### src/rtl/fsm_window_packer.sv
// fsm_window_packer: packs window-end z results LSB-first into words, queued to a valid/ready port.
// Ports: clk; reset (async, active-low); win_end/z window result strobe; flush pushes partial word;
//        m_valid/m_ready/m_data/m_len output stream; hit_count saturating z=1 count;
//        overflow sticky drop flag; fifo_level occupied FIFO entries.
module fsm_window_packer #(
    parameter int WORD_W     = 8,
    parameter int FIFO_DEPTH = 4,
    parameter int CNT_W      = 16
) (
    input  logic                          clk,
    input  logic                          reset,
    input  logic                          win_end,
    input  logic                          z,
    input  logic                          flush,
    output logic                          m_valid,
    input  logic                          m_ready,
    output logic [WORD_W-1:0]             m_data,
    output logic [$clog2(WORD_W):0]       m_len,
    output logic [CNT_W-1:0]              hit_count,
    output logic                          overflow,
    output logic [$clog2(FIFO_DEPTH):0]   fifo_level
);
    localparam int IDX_W = $clog2(WORD_W) + 1;
    localparam int LVL_W = $clog2(FIFO_DEPTH) + 1;
    localparam int PTR_W = $clog2(FIFO_DEPTH);
    localparam logic ST_EMPTY   = 1'b0;
    localparam logic ST_FILLING = 1'b1;

    logic              state_q, state_d;
    logic [WORD_W-1:0] word_q, word_d, word_cap;
    logic [IDX_W-1:0]  idx_q, idx_d, idx_cap;
    logic [PTR_W-1:0]  wr_ptr_q, wr_ptr_d, rd_ptr_q, rd_ptr_d;
    logic [LVL_W-1:0]  level_q, level_d;
    logic [CNT_W-1:0]  hit_q, hit_d;
    logic              ovf_q, ovf_d;
    logic              enq, deq, full, push;
    logic [WORD_W-1:0] mem_data_q [FIFO_DEPTH];
    logic [IDX_W-1:0]  mem_len_q  [FIFO_DEPTH];

    always_comb begin
        word_cap = word_q;
        if (win_end) word_cap[idx_q[IDX_W-2:0]] = z;
        idx_cap  = idx_q + IDX_W'(win_end);
        // A completing capture wins over flush, so flush never adds a second (empty) word.
        enq      = (idx_cap == IDX_W'(WORD_W)) || (flush && (state_q == ST_FILLING || win_end));
        full     = level_q == LVL_W'(FIFO_DEPTH);
        deq      = m_valid && m_ready;
        push     = enq && (!full || deq);
        word_d   = enq ? '0 : word_cap;
        idx_d    = enq ? '0 : idx_cap;
        state_d  = (idx_d != '0) ? ST_FILLING : ST_EMPTY;
        wr_ptr_d = push ? wr_ptr_q + PTR_W'(1) : wr_ptr_q;
        rd_ptr_d = deq ? rd_ptr_q + PTR_W'(1) : rd_ptr_q;
        level_d  = level_q + LVL_W'(push) - LVL_W'(deq);
        hit_d    = (win_end && z && hit_q != '1) ? hit_q + CNT_W'(1) : hit_q;
        ovf_d    = ovf_q | (enq && full && !deq);
    end

    always_ff @(posedge clk or negedge reset) begin
        if (!reset) begin
            state_q  <= ST_EMPTY;
            word_q   <= '0;
            idx_q    <= '0;
            wr_ptr_q <= '0;
            rd_ptr_q <= '0;
            level_q  <= '0;
            hit_q    <= '0;
            ovf_q    <= 1'b0;
        end else begin
            state_q  <= state_d;
            word_q   <= word_d;
            idx_q    <= idx_d;
            wr_ptr_q <= wr_ptr_d;
            rd_ptr_q <= rd_ptr_d;
            level_q  <= level_d;
            hit_q    <= hit_d;
            ovf_q    <= ovf_d;
        end
    end

    // Storage needs no reset: the level counter alone decides what is visible.
    always_ff @(posedge clk) begin
        if (push) begin
            mem_data_q[wr_ptr_q] <= word_cap;
            mem_len_q[wr_ptr_q]  <= idx_cap;
        end
    end

    assign m_valid    = level_q != '0;
    assign m_data     = m_valid ? mem_data_q[rd_ptr_q] : '0;
    assign m_len      = m_valid ? mem_len_q[rd_ptr_q] : '0;
    assign hit_count  = hit_q;
    assign overflow   = ovf_q;
    assign fifo_level = level_q;
endmodule

### config.mk
export PLATFORM = sky130hd
export DESIGN_NAME = fsm_window_packer
export DESIGN_NICKNAME = d
export VERILOG_FILES = /design/src/rtl/fsm_window_packer.sv
export SDC_FILE = /design/constraint.sdc
export NUM_CORES = 1
export LEC_CHECK = 0
export BUFFER_PORTS_ARGS = -buffer_cell sky130_fd_sc_hd__buf_2
export CAP_MARGIN = 0
export CORE_ASPECT_RATIO = 0.75
export CORE_MARGIN = 2
export CORE_UTILIZATION = 45
export DETAILED_ROUTE_END_ITERATION = 7
export SLEW_MARGIN = 20
export SYNTH_ARGS = -nofsm -noshare
export SYNTH_HDL_FRONTEND = slang
export SYNTH_SLANG_ARGS = --single-unit
### constraint.sdc
create_clock -name clk -period 4.2 [get_ports clk]
set_input_delay 0.42 -clock clk [delete_from_list [all_inputs] [get_ports clk]]
set_output_delay 0.42 -clock clk [all_outputs]
set_load 0.02 [all_outputs]
### Yosys cells after proc, flatten, opt, wreduce, memory -nomap -nowiden

Memory sizes are Yosys's and may differ from the RTL's.
Cells that the tools add are included.

| storage, ports and cells | value |
|---|---|
| flip-flop bits (word level) | 37 |
| bits in read-only memories | 0 |
| memories | 2 |
| bits in latches | 0 |
| bits in writable memories | 48 |
| output and inout bits | 33 |
| bits of input ports | 6 |
| word-level logic and storage cells | 48 |

| operators by class | value |
|---|---|
| reduce and logical (&&, ||, !) cells | 15 |
| bitwise operators | 1 |
| $add $sub $neg | 6 |
| divide/modulo/power cells | 0 |
| shift operators | 0 |
| $mul | 0 |
| equal/unequal tests | 3 |
| mux-type cells | 11 |
| order comparisons | 2 |

Memory list:

| memory | words | bits a word | read ports | clocked after Yosys merged registers in | wr ports | line | text |
|---|---|---|---|---|---|---|---|
| mem_data_q | 4 | 8 | 1 | 0 | 1 | 37 | `logic [WORD_W-1:0] mem_data_q [FIFO_DEPTH];` |
| mem_len_q | 4 | 4 | 1 | 0 | 1 | 38 | `logic [IDX_W-1:0] mem_len_q [FIFO_DEPTH];` |

Operators by type and width:

| operator | count |
|---|---|
| 8-bit 2-to-1 mux | 3 |
| 16-bit by 1-bit adder with 16-bit output (second input constant) | 1 |
| 16-bit != test (second input constant) | 1 |
| 8-bit bitwise mux | 1 |
| 1-bit logical AND | 8 |
| 4-bit 2-to-1 mux | 2 |
| 2-bit by 1-bit adder with 2-bit output (second input constant) | 2 |
| 4-bit by 1-bit adder with 4-bit output | 1 |
| 4-bit == test (second input constant) | 1 |
| 3-bit by 4-bit < comparator with 1-bit output (second input constant) | 1 |
| 1-bit 2-to-1 mux | 4 |
| 4-bit nonzero test | 1 |
| 3-bit by 1-bit adder with 3-bit output | 1 |
| 1-bit demux with 3-bit select | 1 |
| 3-bit == test (second input constant) | 1 |
| 3-bit by 1-bit >= comparator with 1-bit output (second input constant) | 1 |
| 1-bit logical OR | 3 |
| 3-bit nonzero test | 1 |
| 3-bit by 1-bit subtractor with 3-bit output | 1 |
| 1-bit zero test | 2 |
| 1-bit bitwise OR | 1 |

### Longest topological paths before layout

| logic depth | value |
|---|---|
| depth in word-level cells | 7 |
| gate-level depth with buffers | 13 |

### Worst setup path after synthesis

No wires, ideal clock.

| path | value |
|---|---|
| kind | input to register |
| from | input port win_end |
| to | register level_q[2] (netlist: fifo_level[2]) |
| required time | 4070 ps |
| stages | 13 |
| setup slack | 1257 ps |
| setup time | 130 ps |
| data arrival time | 2814 ps |
| buffers on the path | 0 |
| cells stage by stage | ha_1 > ha_1 > xor2_1 > o31a_1 > a211oi_2 > inv_1 > ha_1 > inv_1 > ha_1 > inv_1 > fa_1 > xnor2_1 > xnor2_1 |

| on the way | value |
|---|---|
| word-level cells in the longest chain between the ends | 6 |
| elaborated cells between the ends (all ways) | 8 |
| classes of those cells | add/sub: 3; eq/ne: 1; reduce/logical: 4 |

RTL lines:

| what | line | text |
|---|---|---|
| from (decl) | 12 | `input logic win_end,` |
| 4-bit by 1-bit adder with 4-bit output | 43 | `idx_cap = idx_q + IDX_W'(win_end);` |
| named net idx_cap[2] | 31 | `logic [IDX_W-1:0] idx_q, idx_d, idx_cap;` |
| 4-bit == test | 45 | `enq = (idx_cap == IDX_W'(WORD_W)) \|\| (flush && (state_q == ST_FILLING \|\| win_end));` |
| 1-bit logical OR | 45 |  |
| 1-bit logical AND | 48 | `push = enq && (!full \|\| deq);` |
| 3-bit by 1-bit adder with 3-bit output | 54 | `level_d = level_q + LVL_W'(push) - LVL_W'(deq);` |
| 3-bit by 1-bit subtractor with 3-bit output | 54 |  |
| named net level_d[2] | 33 | `logic [LVL_W-1:0] level_q, level_d;` |
| to (signal assigned) | 75 | `level_q <= level_d;` |
| to (decl) | 33 |  |

The timed path passes the listed nets, and every way through them passes these cells.
A chain may end at the register's enable or synchronous reset.

### Worst setup path after layout

| path | value |
|---|---|
| from | register idx_q[0] |
| to | register level_q[2] (netlist: fifo_level[2]) |

| on the way | value |
|---|---|
| word-level cells in the longest chain between the ends | 6 |

RTL lines:

| what | line | text |
|---|---|---|
| from (decl) | 31 |  |
| from (signal assigned) | 72 | `idx_q <= idx_d;` |
| 4-bit by 1-bit adder with 4-bit output | 43 |  |
| named net idx_cap[2] | 31 |  |
| 4-bit == test | 45 |  |
| 1-bit logical OR | 45 |  |
| 1-bit logical AND | 48 |  |
| 3-bit by 1-bit adder with 3-bit output | 54 |  |
| 3-bit by 1-bit subtractor with 3-bit output | 54 |  |
| named net level_d[2] | 33 |  |

The timed path passes the listed nets, and every way through them passes these cells.

==> run_results.csv <==
group,metric,value,unit
logic_synthesis,synth_warnings,0,
floorplanning,num_rows,28,
timing,tns,0,ns
logic_synthesis,synth_top_area_share,0.3912,
detailed_routing,routed_via_density,5.132,
clock_tree,cts-hold-fix-buffers,0,
floorplanning,start_util,0.4654,
logic_synthesis,yosys.area.top_type,"edfxtp_1",
detailed_routing,firstDrtPassIters,4,
logic_synthesis,ys_ff_latch,85,
critical_path,arrival,3.41,ns
critical_path,r2r_slack,1.05,ns
place,port_buffers,38,
detailed_routing,vias,2022,
critical_path,worstPathMaxFanout,7,
floorplanning,ios,39,
clock_tree,clockRootBuffer,"clkbuf_8",
power,power_leakage,1.670,nW
detailed_routing,wl_met1,3214,microns
clock_tree,cts_tree,"yes",
logic_synthesis,synth_edf_count,48,
timing,fin_skew,0.008157,ns
detailed_routing,remaining_drc_errors,0,
clock_tree,clkLatencyLatePin,0.34,ns
grt,grt_start_max_net_pins,38,
run,max-cap-violations,0,
timing,slew_viol_final,0,
place,pre_cts_slack,0.8777,ns
clock_tree,post-cts-setup-buffers,0,
timing,fmax,317.8,MHz
layout,final_common_cell,"edfxtp_1",
clock_tree,cts.sinks,85,
place,placed_cells,378,
timing,worstMarginPinSlew,0.8436,ns
clock_tree,cts_resized,0,
floorplanning,die_x,108.5,microns
detailed_routing,highest_layer,"met4",
detailed_routing,wl_per_cell,15.98,microns
layout,regArea,2367,sq um
critical_path,cp_data_required_time,4.47,ns
logic_synthesis,synth_cells,243,
detailed_routing,drt_iter0_drc,78,
detailed_routing,routed_wl,6298,microns
timing,slew_headroom,0.4376,
clock_tree,cts_buffer_depth,2,
layout,fin_nets,300,
grt,grt_remaining_overflow,0,
layout,antenna_cells,0,
logic_synthesis,synth_flop_cell,"edfxtp_1",
logic_synthesis,synthTopCellsByArea,"edfxtp_1 39%, dfrtp_1 25%, mux4_2 7.3%",
logic_synthesis,synth_nets,259,
timing,fin_ws,1.054,ns
timing,min_period_over_period,0.7491,
logic_synthesis,ys_types,38,
logic_synthesis,syn_avg_cell_area,15.16,sq um
layout,fin_cells,394,
floorplanning,coreArea,7918,sq um
detailed_routing,wl_met2,2770,microns
timing,rsz0062_at_grt,"no",
timing,finalHoldViolCount,0,
power,powerDensity,648.2,nW/um^2
detailed_routing,wl_met3,266,microns
clock_tree,cts_buffers,9,
timing,min_period,3.146,ns
clock_tree,htreeDepth,3,
layout,area_growth,12.97,%
place,place.gp.congestion,0.7697,
floorplanning,fp.dieH,82.37,microns
place,hpwl,4255,microns
layout,multiInputGateArea,1256,sq um
power,irDropWorstVdd,0.0002535,V
timing,setup_viol,0,
clock_tree,clk_pin_slew,0.08,ns
worst_hold_path,hold_class,"input pin to asynchronous set/reset pin",
outcome,outcome,"finished, final reports clean",
grt,grt_pass1_wl,10440,microns
logic_synthesis,synthesis.area,3685,sq um
layout,final_cell_mix,"48 x edfxtp_1, 38 x buf_2, 37 x dfrtp_1",
logic_synthesis,ys_seq_area_frac,0.6424,
critical_path,endpoint_kind,"flip-flop",
grt,grt_pass1_vias,1952,
detailed_routing,ant_nets,0,
layout,drive_above_1_share,0.2664,
layout,fin_util,0.5258,
layout,fill_cells,711,
floorplanning,die_area,8936,sq um
grt,grt_use_total,0.1582,
grt,antenna_found_initial,0,
logic_synthesis,async_reset_ff_frac,0.4353,
critical_path,worst_setup_path_start_kind,"flip-flop",
critical_path,crit_type,"flip-flop to flip-flop",
-- cells in the mapped netlist (5+ instances only) --
library cell,count
nand3_1,5
ha_1,9
nor2b_1,9
xnor2_1,18
inv_1,7
nor2_1,6
and2_1,21
edfxtp_1,48
mux4_2,12
mux2_2,9
nand4_1,11
dfrtp_1,37
nand2_1,11
-- worst max-delay path, cell delays in order (launching register included) --
cell	delay, ns
dfrtp_1	0.43
ha_1	0.22
ha_1	0.19
xor2_1	0.21
o31a_1	0.33
a211oi_2	0.41
inv_1	0.09
ha_1	0.28
inv_1	0.06
ha_1	0.13
inv_1	0.05
fa_1	0.37
xnor2_1	0.18
xnor2_1	0.13
-- metal layers --
layer	track usage	up-vias
li1	-	977
met4	0.03974	0
met3	0.04474	5
met1	0.2311	995
met5	0	-
met2	0.2356	45
-- power breakdown --
part           switching (W)  total [W]  internal, W
clock network       0.000278   0.000553     0.000275
logic               0.000473   0.000880     0.000407
registers           0.000171    0.00127      0.00109
-- flip-flops by register name, indices dropped and copies added, names as in the netlist --
| signal | cells |
|---|---|
| state_q | 1 |
| rd_ptr_q | 2 |
| overflow | 1 |
| hit_count | 16 |
| idx_q | 4 |
| wr_ptr_q | 2 |
| mem_len_q | 16 |
| word_q | 8 |
| mem_data_q | 32 |
| fifo_level | 3 |
-- path summary, 6_finish.rpt --
check                      startpoint            end  depth (start not counted)
max                          idx_q[0]  fifo_level[2]                         13
max in group asynchronous       reset       idx_q[2]                          1
min in group clk              m_ready       overflow                          3
min reg2reg                  overflow       overflow                          1
min                             reset    rd_ptr_q[0]                          1
max reg2reg                  idx_q[0]  fifo_level[2]                         13
-- metrics by stage --
step,area [sq um],hold WS (ns),power (W)
after floorplan,3685,0.1244,0.001913
after global placement,3971,0.4362,0.002167
after detailed placement,3971,0.4482,0.002178
after CTS,4163,0.1931,0.002735
after global routing,4163,0.2222,0.002895
final,4163,0.1674,0.002698
-- cells by family after synthesis --
| logic type | count (synthesis) | synth area share |
|---|---|---|
| compound gates | 8 | 0.01698 |
| mux | 22 | 0.1049 |
| xor+xnor | 22 | 0.05229 |
| fa+ha+maj | 10 | 0.03599 |
| simple gates | 81 | 0.1307 |
| buf+inv | 15 | 0.01664 |
| flops | 85 | 0.6424 |
-- final cells by class --
| class | instances | area share |
|---|---|---|
| flip-flops and latches | 85 | 0.5687 |
| well taps | 105 | 0.03156 |
| repair buffers | 38 | 0.04569 |
| inverters | 7 | 0.006312 |
| multi-input cells | 143 | 0.3018 |
| clock inverters | 6 | 0.01533 |
| clock buffers | 10 | 0.03066 |
(Power assumes the default switching activity.)
